`config.mk`:
```
export PLATFORM = sky130hd
export DESIGN_NAME = player_status_monitor
export DESIGN_NICKNAME = d
export VERILOG_FILES = /design/src/rtl/game_pkg.sv /design/src/rtl/level_timer.sv /design/src/rtl/player_status_monitor.sv
export SDC_FILE = /design/constraint.sdc
export NUM_CORES = 1
export LEC_CHECK = 0
export CORE_MARGIN = 8
export CORE_UTILIZATION = 52
export CTS_BUF_LIST = sky130_fd_sc_hd__clkbuf_8
export CTS_CLUSTER_DIAMETER = 120
export DETAILED_ROUTE_END_ITERATION = 10
export PLACE_DENSITY_LB_ADDON = 0.3
export SETUP_SLACK_MARGIN = 0.05
export SLEW_MARGIN = 20
export SYNTH_ARGS = -nofsm -noshare
export SYNTH_HDL_FRONTEND = slang
export SYNTH_HIERARCHICAL = 1
export SYNTH_SLANG_ARGS = --single-unit
```
`constraint.sdc`:
```
create_clock -name clk -period 1.7 [get_ports clk]
set_clock_uncertainty 0.05 [all_clocks]
set_input_delay 0.17 -clock clk [delete_from_list [all_inputs] [get_ports clk]]
set_output_delay 0.17 -clock clk [all_outputs]
set_load 0.02 [all_outputs]
```
`src/rtl/game_pkg.sv`:
```
// Shared codes for the game FSM interface and the player status monitor.
// gameStatus codes, verdict codes, death causes and the monitor state encoding.
package game_pkg;

    localparam logic [2:0] GS_START     = 3'd0;
    localparam logic [2:0] GS_PLAY      = 3'd1;
    localparam logic [2:0] GS_LEVEL_INC = 3'd2;
    localparam logic [2:0] GS_WORLD_INC = 3'd3;
    localparam logic [2:0] GS_LIVES_DEC = 3'd4;
    localparam logic [2:0] GS_LOSE      = 3'd5;
    localparam logic [2:0] GS_WIN       = 3'd6;

    localparam logic [1:0] PS_PLAYING = 2'd0;
    localparam logic [1:0] PS_PASS    = 2'd1;
    localparam logic [1:0] PS_DIED    = 2'd2;

    localparam logic [1:0] CAUSE_NONE    = 2'd0;
    localparam logic [1:0] CAUSE_HAZARD  = 2'd1;
    localparam logic [1:0] CAUSE_TIMEOUT = 2'd2;

    typedef enum logic [2:0] {
        ST_IDLE    = 3'd0,
        ST_ARM     = 3'd1,
        ST_RUN     = 3'd2,
        ST_PASS    = 3'd3,
        ST_DEAD    = 3'd4,
        ST_HOLDOFF = 3'd5
    } mon_state_t;

    // Saturating increment used by the debounce counters.
    function automatic logic [2:0] sat_inc(input logic [2:0] v, input logic [2:0] lim);
        return (v >= lim) ? lim : v + 3'd1;
    endfunction

endpackage

```
`src/rtl/level_timer.sv`:
```
// Per-level countdown: divides frame_tick down to seconds and counts time_left to zero.
// load wins over run; time_left saturates at zero.
module level_timer
    import game_pkg::*;
#(
    parameter int TIME_LIMIT     = 99,
    parameter int FRAMES_PER_SEC = 60
) (
    input  logic       clk,
    input  logic       reset,
    input  logic       load,
    input  logic       run,
    input  logic       frame_tick,
    output logic [6:0] time_left,
    output logic       expired
);

    localparam logic [6:0] TL_INIT  = 7'(TIME_LIMIT);
    localparam logic [7:0] FPS_LAST = 8'(FRAMES_PER_SEC - 1);

    logic [7:0] frame_cnt;

    always_ff @(posedge clk) begin
        if (!reset) begin
            frame_cnt <= 8'd0;
            time_left <= TL_INIT;
        end else if (load) begin
            frame_cnt <= 8'd0;
            time_left <= TL_INIT;
        end else if (run && frame_tick) begin
            if (frame_cnt == FPS_LAST) begin
                frame_cnt <= 8'd0;
                if (time_left != 7'd0) begin
                    time_left <= time_left - 7'd1;
                end
            end else begin
                frame_cnt <= frame_cnt + 8'd1;
            end
        end
    end

    assign expired = (time_left == 7'd0);

endmodule

```
`src/rtl/player_status_monitor.sv`:
```
// Filters hazard/goal contact per frame, runs the level countdown and holds the verdict
// (0 playing, 1 levelPass, 2 died) for the game FSM while it sits in playGame.
module player_status_monitor
    import game_pkg::*;
#(
    parameter int TIME_LIMIT     = 99,
    parameter int FRAMES_PER_SEC = 60,
    parameter int HIT_FRAMES     = 2
) (
    input  logic       clk,
    input  logic       reset,
    input  logic       frame_tick,
    input  logic [2:0] game_status,
    input  logic       hazard_hit,
    input  logic       goal_reached,
    output logic [1:0] player_status,
    output logic [1:0] death_cause,
    output logic [6:0] time_left
);

    localparam logic [2:0] HIT = 3'(HIT_FRAMES);

    mon_state_t state;
    logic [2:0] hazard_cnt;
    logic [2:0] goal_cnt;
    logic       goal_seen_low;
    logic       expired;
    logic       in_play;
    logic       timer_load;
    logic       timer_run;

    assign in_play    = (game_status == GS_PLAY);
    assign timer_load = (state == ST_IDLE) || (state == ST_ARM);
    assign timer_run  = (state == ST_RUN);

    level_timer #(
        .TIME_LIMIT     (TIME_LIMIT),
        .FRAMES_PER_SEC (FRAMES_PER_SEC)
    ) u_timer (
        .clk        (clk),
        .reset      (reset),
        .load       (timer_load),
        .run        (timer_run),
        .frame_tick (frame_tick),
        .time_left  (time_left),
        .expired    (expired)
    );

    // A goal overlap only counts after the player has been seen off the goal once,
    // so spawning on top of a goal cannot pass the level instantly.
    always_ff @(posedge clk) begin
        if (!reset) begin
            hazard_cnt    <= 3'd0;
            goal_cnt      <= 3'd0;
            goal_seen_low <= 1'b0;
        end else if (state == ST_ARM) begin
            hazard_cnt    <= 3'd0;
            goal_cnt      <= 3'd0;
            goal_seen_low <= 1'b0;
        end else if (state == ST_RUN && frame_tick) begin
            hazard_cnt <= hazard_hit ? sat_inc(hazard_cnt, HIT) : 3'd0;
            if (!goal_reached) begin
                goal_seen_low <= 1'b1;
                goal_cnt      <= 3'd0;
            end else if (goal_seen_low) begin
                goal_cnt <= sat_inc(goal_cnt, HIT);
            end else begin
                goal_cnt <= 3'd0;
            end
        end
    end

    always_ff @(posedge clk) begin
        if (!reset) begin
            state         <= ST_IDLE;
            player_status <= PS_PLAYING;
            death_cause   <= CAUSE_NONE;
        end else begin
            case (state)
                ST_IDLE: begin
                    player_status <= PS_PLAYING;
                    death_cause   <= CAUSE_NONE;
                    if (in_play) state <= ST_ARM;
                end
                ST_ARM: begin
                    state <= ST_RUN;
                end
                ST_RUN: begin
                    // Abort first, then death beats pass when both qualify together.
                    if (!in_play) begin
                        state         <= ST_IDLE;
                        player_status <= PS_PLAYING;
                        death_cause   <= CAUSE_NONE;
                    end else if (hazard_cnt == HIT) begin
                        state         <= ST_DEAD;
                        player_status <= PS_DIED;
                        death_cause   <= CAUSE_HAZARD;
                    end else if (expired) begin
                        state         <= ST_DEAD;
                        player_status <= PS_DIED;
                        death_cause   <= CAUSE_TIMEOUT;
                    end else if (goal_cnt == HIT) begin
                        state         <= ST_PASS;
                        player_status <= PS_PASS;
                    end
                end
                ST_PASS: begin
                    if (!in_play) begin
                        state         <= ST_HOLDOFF;
                        player_status <= PS_PLAYING;
                    end
                end
                ST_DEAD: begin
                    if (!in_play) begin
                        state         <= ST_HOLDOFF;
                        player_status <= PS_PLAYING;
                        death_cause   <= CAUSE_NONE;
                    end
                end
                ST_HOLDOFF: begin
                    player_status <= PS_PLAYING;
                    death_cause   <= CAUSE_NONE;
                    if (!in_play) state <= ST_IDLE;
                end
                default: begin
                    state         <= ST_IDLE;
                    player_status <= PS_PLAYING;
                    death_cause   <= CAUSE_NONE;
                end
            endcase
        end
    end

endmodule

```
After elaboration in Yosys (flattened, before gate mapping)
Cells that the tools add are included.
{ "op_classes": {"n_bitwise": 4, "muxes": 24, "n_eq_ne": 15, "magnitude_cmp": 2, "reduce_logical": 14, "addsub": 4} }
{ "op_table": {"columns": ["op", "n"], "rows": [
  ["two-way mux 3 bit", 12],
  ["two-way mux 2 bit", 8],
  ["one-hot mux 3 bit (5 select lines)", 1],
  ["== test 3 x 2 -> 1 bit (second input constant)", 4],
  ["one-hot mux 2 bit (3 select lines)", 2],
  ["AND reduction 3 bit", 3],
  ["adder 8 x 1 -> 8 bit (second input constant)", 1],
  ["== test 8 x 6 -> 1 bit (second input constant)", 1],
  ["two-way mux 8 bit", 1],
  ["!= test 2 bit (second input constant)", 4],
  ["OR reduction 2 bit", 4],
  ["logical NOT 7 bit", 1],
  ["nonzero test 7 bit", 1],
  ["subtractor 7 x 1 -> 7 bit (second input constant)", 1],
  ["adder 3 x 1 -> 3 bit (second input constant)", 2],
  ["== test 3 x 1 -> 1 bit (second input constant)", 2],
  ["== test 3 bit (second input constant)", 2],
  [">= comparator 3 x 2 -> 1 bit (second input constant)", 2],
  ["!= test 5 bit (second input constant)", 1],
  ["!= test 4 bit (second input constant)", 1],
  ["NOT 1 bit", 4],
  ["AND reduction 4 bit", 1],
  ["logical NOT 3 bit", 1],
  ["AND reduction 2 bit", 1],
  ["other kinds (2)", 2]
]} }
{ "totals": {"out_inout_bits": 11, "reg_bits": 29, "input_bits": 8} }

Longest topological paths before layout
Gate-level depths: netlist of the first run.
{ "logic_depth": {"ltp_word": 6, "mapped_depth": 8, "depth_no_buf": 8} }

By module
Netlist of the first run, hierarchy kept.
{ "modules_own_cells": {"columns": ["module", "area_each_um2", "n_inst", "cells_each"], "rows": [
  ["player_status_monitor", 838.3, 1, 100],
  ["level_timer", 740.7, 1, 87]
]} }

Least setup slack after synthesis of the first run
Ideal clock, no wire load.
{ "synth_timing": {"kind": "reg2reg", "from": "register u_timer.time_left[0]", "to": "register player_status[0]", "path_slack_ns": -0.231, "arrival_time_ns": 1.751, "path_stages_with_launch": 9, "period_less_slack_ns": 1.931, "required_time_ns": 1.520, "path_buffers": 0, "cell_sequence": "dfxtp_1 inv_1 ha_1 nand2b_1 nand2b_1 inv_1 a2111oi_2 a211oi_1 mux2i_1"} }
{ "synth_via": {"elab_chain_cells": 5} }
{ "synth_rtl": {"columns": ["item", "line_no", "source"], "rows": [
  ["start: declaration", "level_timer.sv:14", "output logic [6:0] time_left,"],
  ["start signal: assignment", "level_timer.sv:34", "time_left <= time_left - 7'd1;"],
  ["logical NOT 7 bit *", "level_timer.sv:42", "assign expired = (time_left == 7'd0);"],
  ["via expired", "player_status_monitor.sv:27", "logic expired;"],
  ["two-way mux 2 bit", "player_status_monitor.sv:98", "end else if (expired) begin"],
  ["two-way mux 2 bit", "player_status_monitor.sv:94", "end else if (hazard_cnt == HIT) begin"],
  ["two-way mux 2 bit", "player_status_monitor.sv:90", "if (!in_play) begin"],
  ["one-hot mux 2 bit (3 select lines)", "player_status_monitor.sv:79", "case (state)"],
  ["end signal: assignment", "player_status_monitor.sv:81", "player_status <= PS_PLAYING;"],
  ["end signal: assignment", "player_status_monitor.sv:92", "player_status <= PS_PLAYING;"],
  ["end signal: assignment", "player_status_monitor.sv:96", "player_status <= PS_DIED;"],
  ["end: declaration", "player_status_monitor.sv:16", "output logic [1:0] player_status,"]
]} }
The timed path passes the listed nets; every way through them passes the cells marked *.
A chain may end at the register's enable or synchronous reset.

Final worst setup path of the first run
{ "layout_timing": {"from": "register u_timer.time_left[0]", "to": "register u_timer.time_left[5]"} }
{ "layout_via": {"elab_chain_cells": 2} }
{ "layout_rtl": {"columns": ["item"], "rows": [
  ["parallel branches: the longest is 2 deep, another holds subtractor 7 x 1 -> 7 bit"]
]} }
Parallel ways; which one is timed is not known.

==> results of run 1 <==
[cells in the final DEF, fill, tap and decap left out, types with 2 or more instances in the layout]
cell                              synthesis  layout
sky130_fd_sc_hd__or3_1                    3       3
sky130_fd_sc_hd__dfxtp_1                 29      24
sky130_fd_sc_hd__o211ai_1                 2       2
sky130_fd_sc_hd__inv_4                    0       3
sky130_fd_sc_hd__xor2_1                   3       3
sky130_fd_sc_hd__o22ai_1                  3       3
sky130_fd_sc_hd__nor2_1                  20      17
sky130_fd_sc_hd__o31ai_2                  0       2
sky130_fd_sc_hd__clkdlybuf4s50_1          0      15
sky130_fd_sc_hd__nor3_1                   5       3
sky130_fd_sc_hd__nor3_2                   0       2
sky130_fd_sc_hd__and3_1                   3       2
sky130_fd_sc_hd__a21oi_1                 10      10
sky130_fd_sc_hd__a211oi_2                 0       3
sky130_fd_sc_hd__buf_4                    0      29
sky130_fd_sc_hd__o21ai_0                  4       3
sky130_fd_sc_hd__dfxtp_2                  0       2
sky130_fd_sc_hd__dfxtp_4                  0       3
sky130_fd_sc_hd__or4_4                    0       3
sky130_fd_sc_hd__inv_1                   11       9
sky130_fd_sc_hd__clkbuf_8                 0       6
sky130_fd_sc_hd__nand4_1                  3       3
sky130_fd_sc_hd__ha_1                     7       6
sky130_fd_sc_hd__xnor2_1                  4       4
sky130_fd_sc_hd__or4_1                    5       2
sky130_fd_sc_hd__nand2_1                 18      18
sky130_fd_sc_hd__dlymetal6s2s_1           0       3
sky130_fd_sc_hd__nor2_4                   0       2
sky130_fd_sc_hd__buf_6                    1       2
sky130_fd_sc_hd__nand2b_1                 6       3
sky130_fd_sc_hd__nor2b_1                  2       2
sky130_fd_sc_hd__nand2b_4                 0       3
sky130_fd_sc_hd__nand3_1                  9       8
[worst max-delay path: stages (launching register included)]
cell and delay (ns):
sky130_fd_sc_hd__dfxtp_4 0.36, sky130_fd_sc_hd__or2_4 0.27, sky130_fd_sc_hd__or4_4 0.44, sky130_fd_sc_hd__or4_4 0.42, sky130_fd_sc_hd__nand3_2 0.06
[kinds of logic after synthesis]
kind of cell	share of synthesized area [%]
XOR/XNOR	3.88
flip-flops	36.8
AND/OR/NAND/NOR	30.2
buffers and inverters	5.15
AO/OA/AOI/OAI	17.8
adder cells (fa/ha/maj)	5.55
multiplexers	0.634
[per-layer routing]
layer	up-vias	global-route usage [%]	part of all wire [%]
li1	773	-	-
met1	785	16.7	38
met2	49	31.6	55
met3	11	5.37	5.0
met4	0	8.31	2.0
met5	-	0	0
[flip-flops by register name, summed over array words and instances (netlist names)]
name and cells:
death_cause 2, goal_cnt 3, goal_seen_low 1, hazard_cnt 3, player_status 2, state 3
u_timer/frame_cnt 8, u_timer/time_left 7
[area by class of cell]
cell class,instances,share of cell area [%]
Multi-Input combinational cell,140,47.6
Sequential cell,29,25.7
Timing Repair Buffer,49,18.5
Clock buffer,6,3.57
Inverter,11,2.33
Tap cell,33,1.79
Timing Repair inverter,1,0.271
Clock inverter,1,0.162
[repair_timing]
| action | in CTS | in global routing |
|---|---|---|
| pin swaps | 4 | 7 |
| resized for setup | 11 | 32 |
| buffers inserted | 6 | 3 |
| setup endpoints to repair | 6 | 21 |
| gates cloned | 1 | 0 |
[worst max-delay path by stage]
stage                                             end  depth (start not counted)                              start
floorplan                 death_cause[0]$_SDFFE_PN0P_                          6  u_timer/time_left[4]$_SDFFE_PP0P_
global placement                state[0]$_SDFFE_PN0P_                          5                     game_status[0]
detailed placement              state[0]$_SDFFE_PN0P_                          5                     game_status[0]
CTS                     player_status[0]$_SDFFE_PN0P_                          8  u_timer/time_left[1]$_SDFFE_PP1P_
global route        u_timer/time_left[5]$_SDFFE_PP1P_                          4  u_timer/time_left[0]$_SDFFE_PP1P_
finish              u_timer/time_left[5]$_SDFFE_PP1P_                          4  u_timer/time_left[0]$_SDFFE_PP1P_
[power by group]
group	total [mW]	leakage, nW	internal, mW	switching, mW
Combinational	0.385	0.619	0.175	0.211
Clock	0.567	0.0485	0.314	0.253
Sequential	0.711	0.234	0.696	0.0146
[through the flow]
| step | setup TNS (ns) | cells | utilization (%) | worst slack, ns |
|---|---|---|---|---|
| after floorplan | 0 | 187 | - | 0.0468 |
| after global placement | -0.583 | 255 | 67.5 | -0.127 |
| after detailed placement | -1.41 | 255 | 67.5 | -0.193 |
| after CTS | 0 | 269 | 73.5 | 0.0501 |
| after global routing | 0 | 270 | 77.6 | 0.0101 |
| final | 0 | 270 | 77.6 | 0.0410 |
==> flow_results.org, run 1 <==
** Outcome
- The flow ran to the end, and the final reports show no timing, DRC or antenna violations.

** CTS
- The clock reaches the later pin of the worst-skew pair after 0.28 ns.
- Root buffer selected by CTS :: sky130_fd_sc_hd__clkbuf_8
- Buffers inserted during clock tree synthesis total 5.
- CTS built an H-tree with a depth of 2.
- Clk sinks :: 29
- CTS tree :: done
- After clock tree synthesis, the clock-pin slew on the worst setup and hold paths is 0.06 ns.
- Counting along the longest clock path gives a buffer depth of 2.
- # hold bufs at CTS :: 0

** Power and ir drop
- Worst supply voltage drop on vdd :: 0.402 mV
- Final total power :: 1.66 mW
- The analysis attributes to cell leakage a power of 0.902 nW.
- Total power per unit cell area :: 720 nW/um^2

** Worst hold path
- Startpoint of the worst hold path :: hazard_cnt[0]$_SDFFE_PP0N_
- Kind of path behind the tightest hold check :: flip-flop to flip-flop
- Hold endpoint :: hazard_cnt[0]$_SDFFE_PP0N_
- The worst hold path passes through 2 cells.

** Routing
- The first detailed-routing pass ran for 4 iterations.
- The routed design has 4390 um of wire.
- For this block, the initial DRC count from the detailed router was 66.
- Post-detailed-route via-to-cell ratio :: 5.99
- Dividing the detail-routed wire length by the instance count gives 16.3 um.
- Number of remaining DRC errors :: 0
- The detail route stage leaves a number of antenna-violating nets equal to 0.
- Summing over every cut layer, the via total after detailed routing is 1618.

** Place
- After legalization and detailed placement, the total HPWL measured 2930 um.
- Gpl congestion :: 0.796
- Cell Area, Placed :: 2010 um^2
- The count of buffers added on input and output ports is 18.

** STA
- Worst hold margin :: 0.419 ns
- Setup violations remaining at the end of the flow were counted as 0.
- Hold violation total from the final report :: 0
- The max-slew violation count is 0.
- The routed design could run at a clock period as short as 1.66 ns.
- RSZ-0062 raised after global routing :: yes
- In the finished design, the share of the clock period the worst path needs comes to 97.6%.
- Derived from the worst setup path, the maximum achievable clock frequency is 0.603 GHz.
- Measured against its own limit, the worst slew margin works out to 59.4%.
- Tightest Pin Transition :: 0.608 ns

** Global routing
- Initial antenna violation count :: 0
- Summed over all layers, the global routing overflow is 0.
- The first global-routing pass estimated 6960 um of wire.
- Vias in the first global route :: 1578
- Maximum number of pins on one net before global-route repair :: 15
- Global routing used 17.1% of the available tracks across all layers.

** Layout
- For this run, the post-layout net count is 252.
- Fraction of final layout cells with drive strength greater than 1 :: 33.3%
- Fill cell instance count of the final layout :: 207
- The repair_antennas step left the layout with diodes totalling 0.
- Storage element area :: 594 um^2
- After routing the design area is 2310 um^2.
- Summing all multi-input logic gate instances after layout gives 1100 um^2.
- Area Overhead vs Synth :: 46.4%

** Run
- # Max-Cap Violations :: 0

** Logic synthesis
- Number of enable flip-flop cells after synthesis :: 0
- Synth Cell Area :: 1580 um^2
- The most used flip-flop cell after synthesis is sky130_fd_sc_hd__dfxtp_1.
- Dividing the synthesized area by the synthesized cell count gives 8.44 um^2.
- Synthesized net count :: 202
- Summing the sequential cell areas from Yosys gives 36.8% of the chip area.
- Share of the synthesized area in the top cell type :: 36.8%
- Commonest cells post-synth :: sky130_fd_sc_hd__dfxtp_1 (29), sky130_fd_sc_hd__nor2_1 (20), sky130_fd_sc_hd__nand2_1 (18)
- Register bit total from synthesis :: 29
- By area the synthesized netlist is led by sky130_fd_sc_hd__dfxtp_1 (37%), sky130_fd_sc_hd__ha_1 (5.5%), sky130_fd_sc_hd__nor2_1 (4.8%).
- Summed over all instances, the cell type with the most area after synthesis is sky130_fd_sc_hd__dfxtp_1.
- Leading cell type by number of instances after synthesis :: sky130_fd_sc_hd__dfxtp_1
- Cell variety after synth :: 49
- Async S/R FF share, synth :: 0%
- Synth warnings :: 6
- Cell count after synthesis :: 187

** Critical path
- The worst register-to-register path ends at u_timer/time_left[5]$_SDFFE_PP1P_.
- STA classifies the critical path endpoint as a flip-flop.
- CP Data Required Time :: 1.87 ns
- At the worst endpoint, the arrival time is 1.83 ns.
- Startpoint class of the critical path :: flip-flop
- Along the worst path, the maximum fanout reaches 3.
- By startpoint and endpoint, the worst setup path is classified as flip-flop to flip-flop.
- The worst register-to-register path begins at u_timer/time_left[0]$_SDFFE_PP1P_.
- Depth of the worst register-to-register path :: 4
- The worst register-to-register path has a setup slack of 0.04 ns.

** Floorplanning
- The die is 71.1 um tall.
- The die covers 5060 um^2.
- The floorplan has 20 rows.
- During I/O placement, the number of pins put on the boundary was 19.
- Starting density of the core :: 53.0%
- The floorplan step defined a core boundary enclosing 2980 um^2.
- From left edge to right edge, the die measures 71.1 um.
(Power assumes the default switching activity.)
==> inputs of run 2 (changes only) <==
--- a/config.mk
+++ b/config.mk
@@ -10,6 +10,7 @@
 export CTS_BUF_LIST = sky130_fd_sc_hd__clkbuf_8
 export CTS_CLUSTER_DIAMETER = 120
 export DETAILED_ROUTE_END_ITERATION = 10
+export GPL_ROUTABILITY_DRIVEN = 0
 export PLACE_DENSITY_LB_ADDON = 0.3
 export SETUP_SLACK_MARGIN = 0.05
 export SLEW_MARGIN = 20
==> results of run 2 <==
The final DEF is identical to that of run 1; final timing and power are the same.
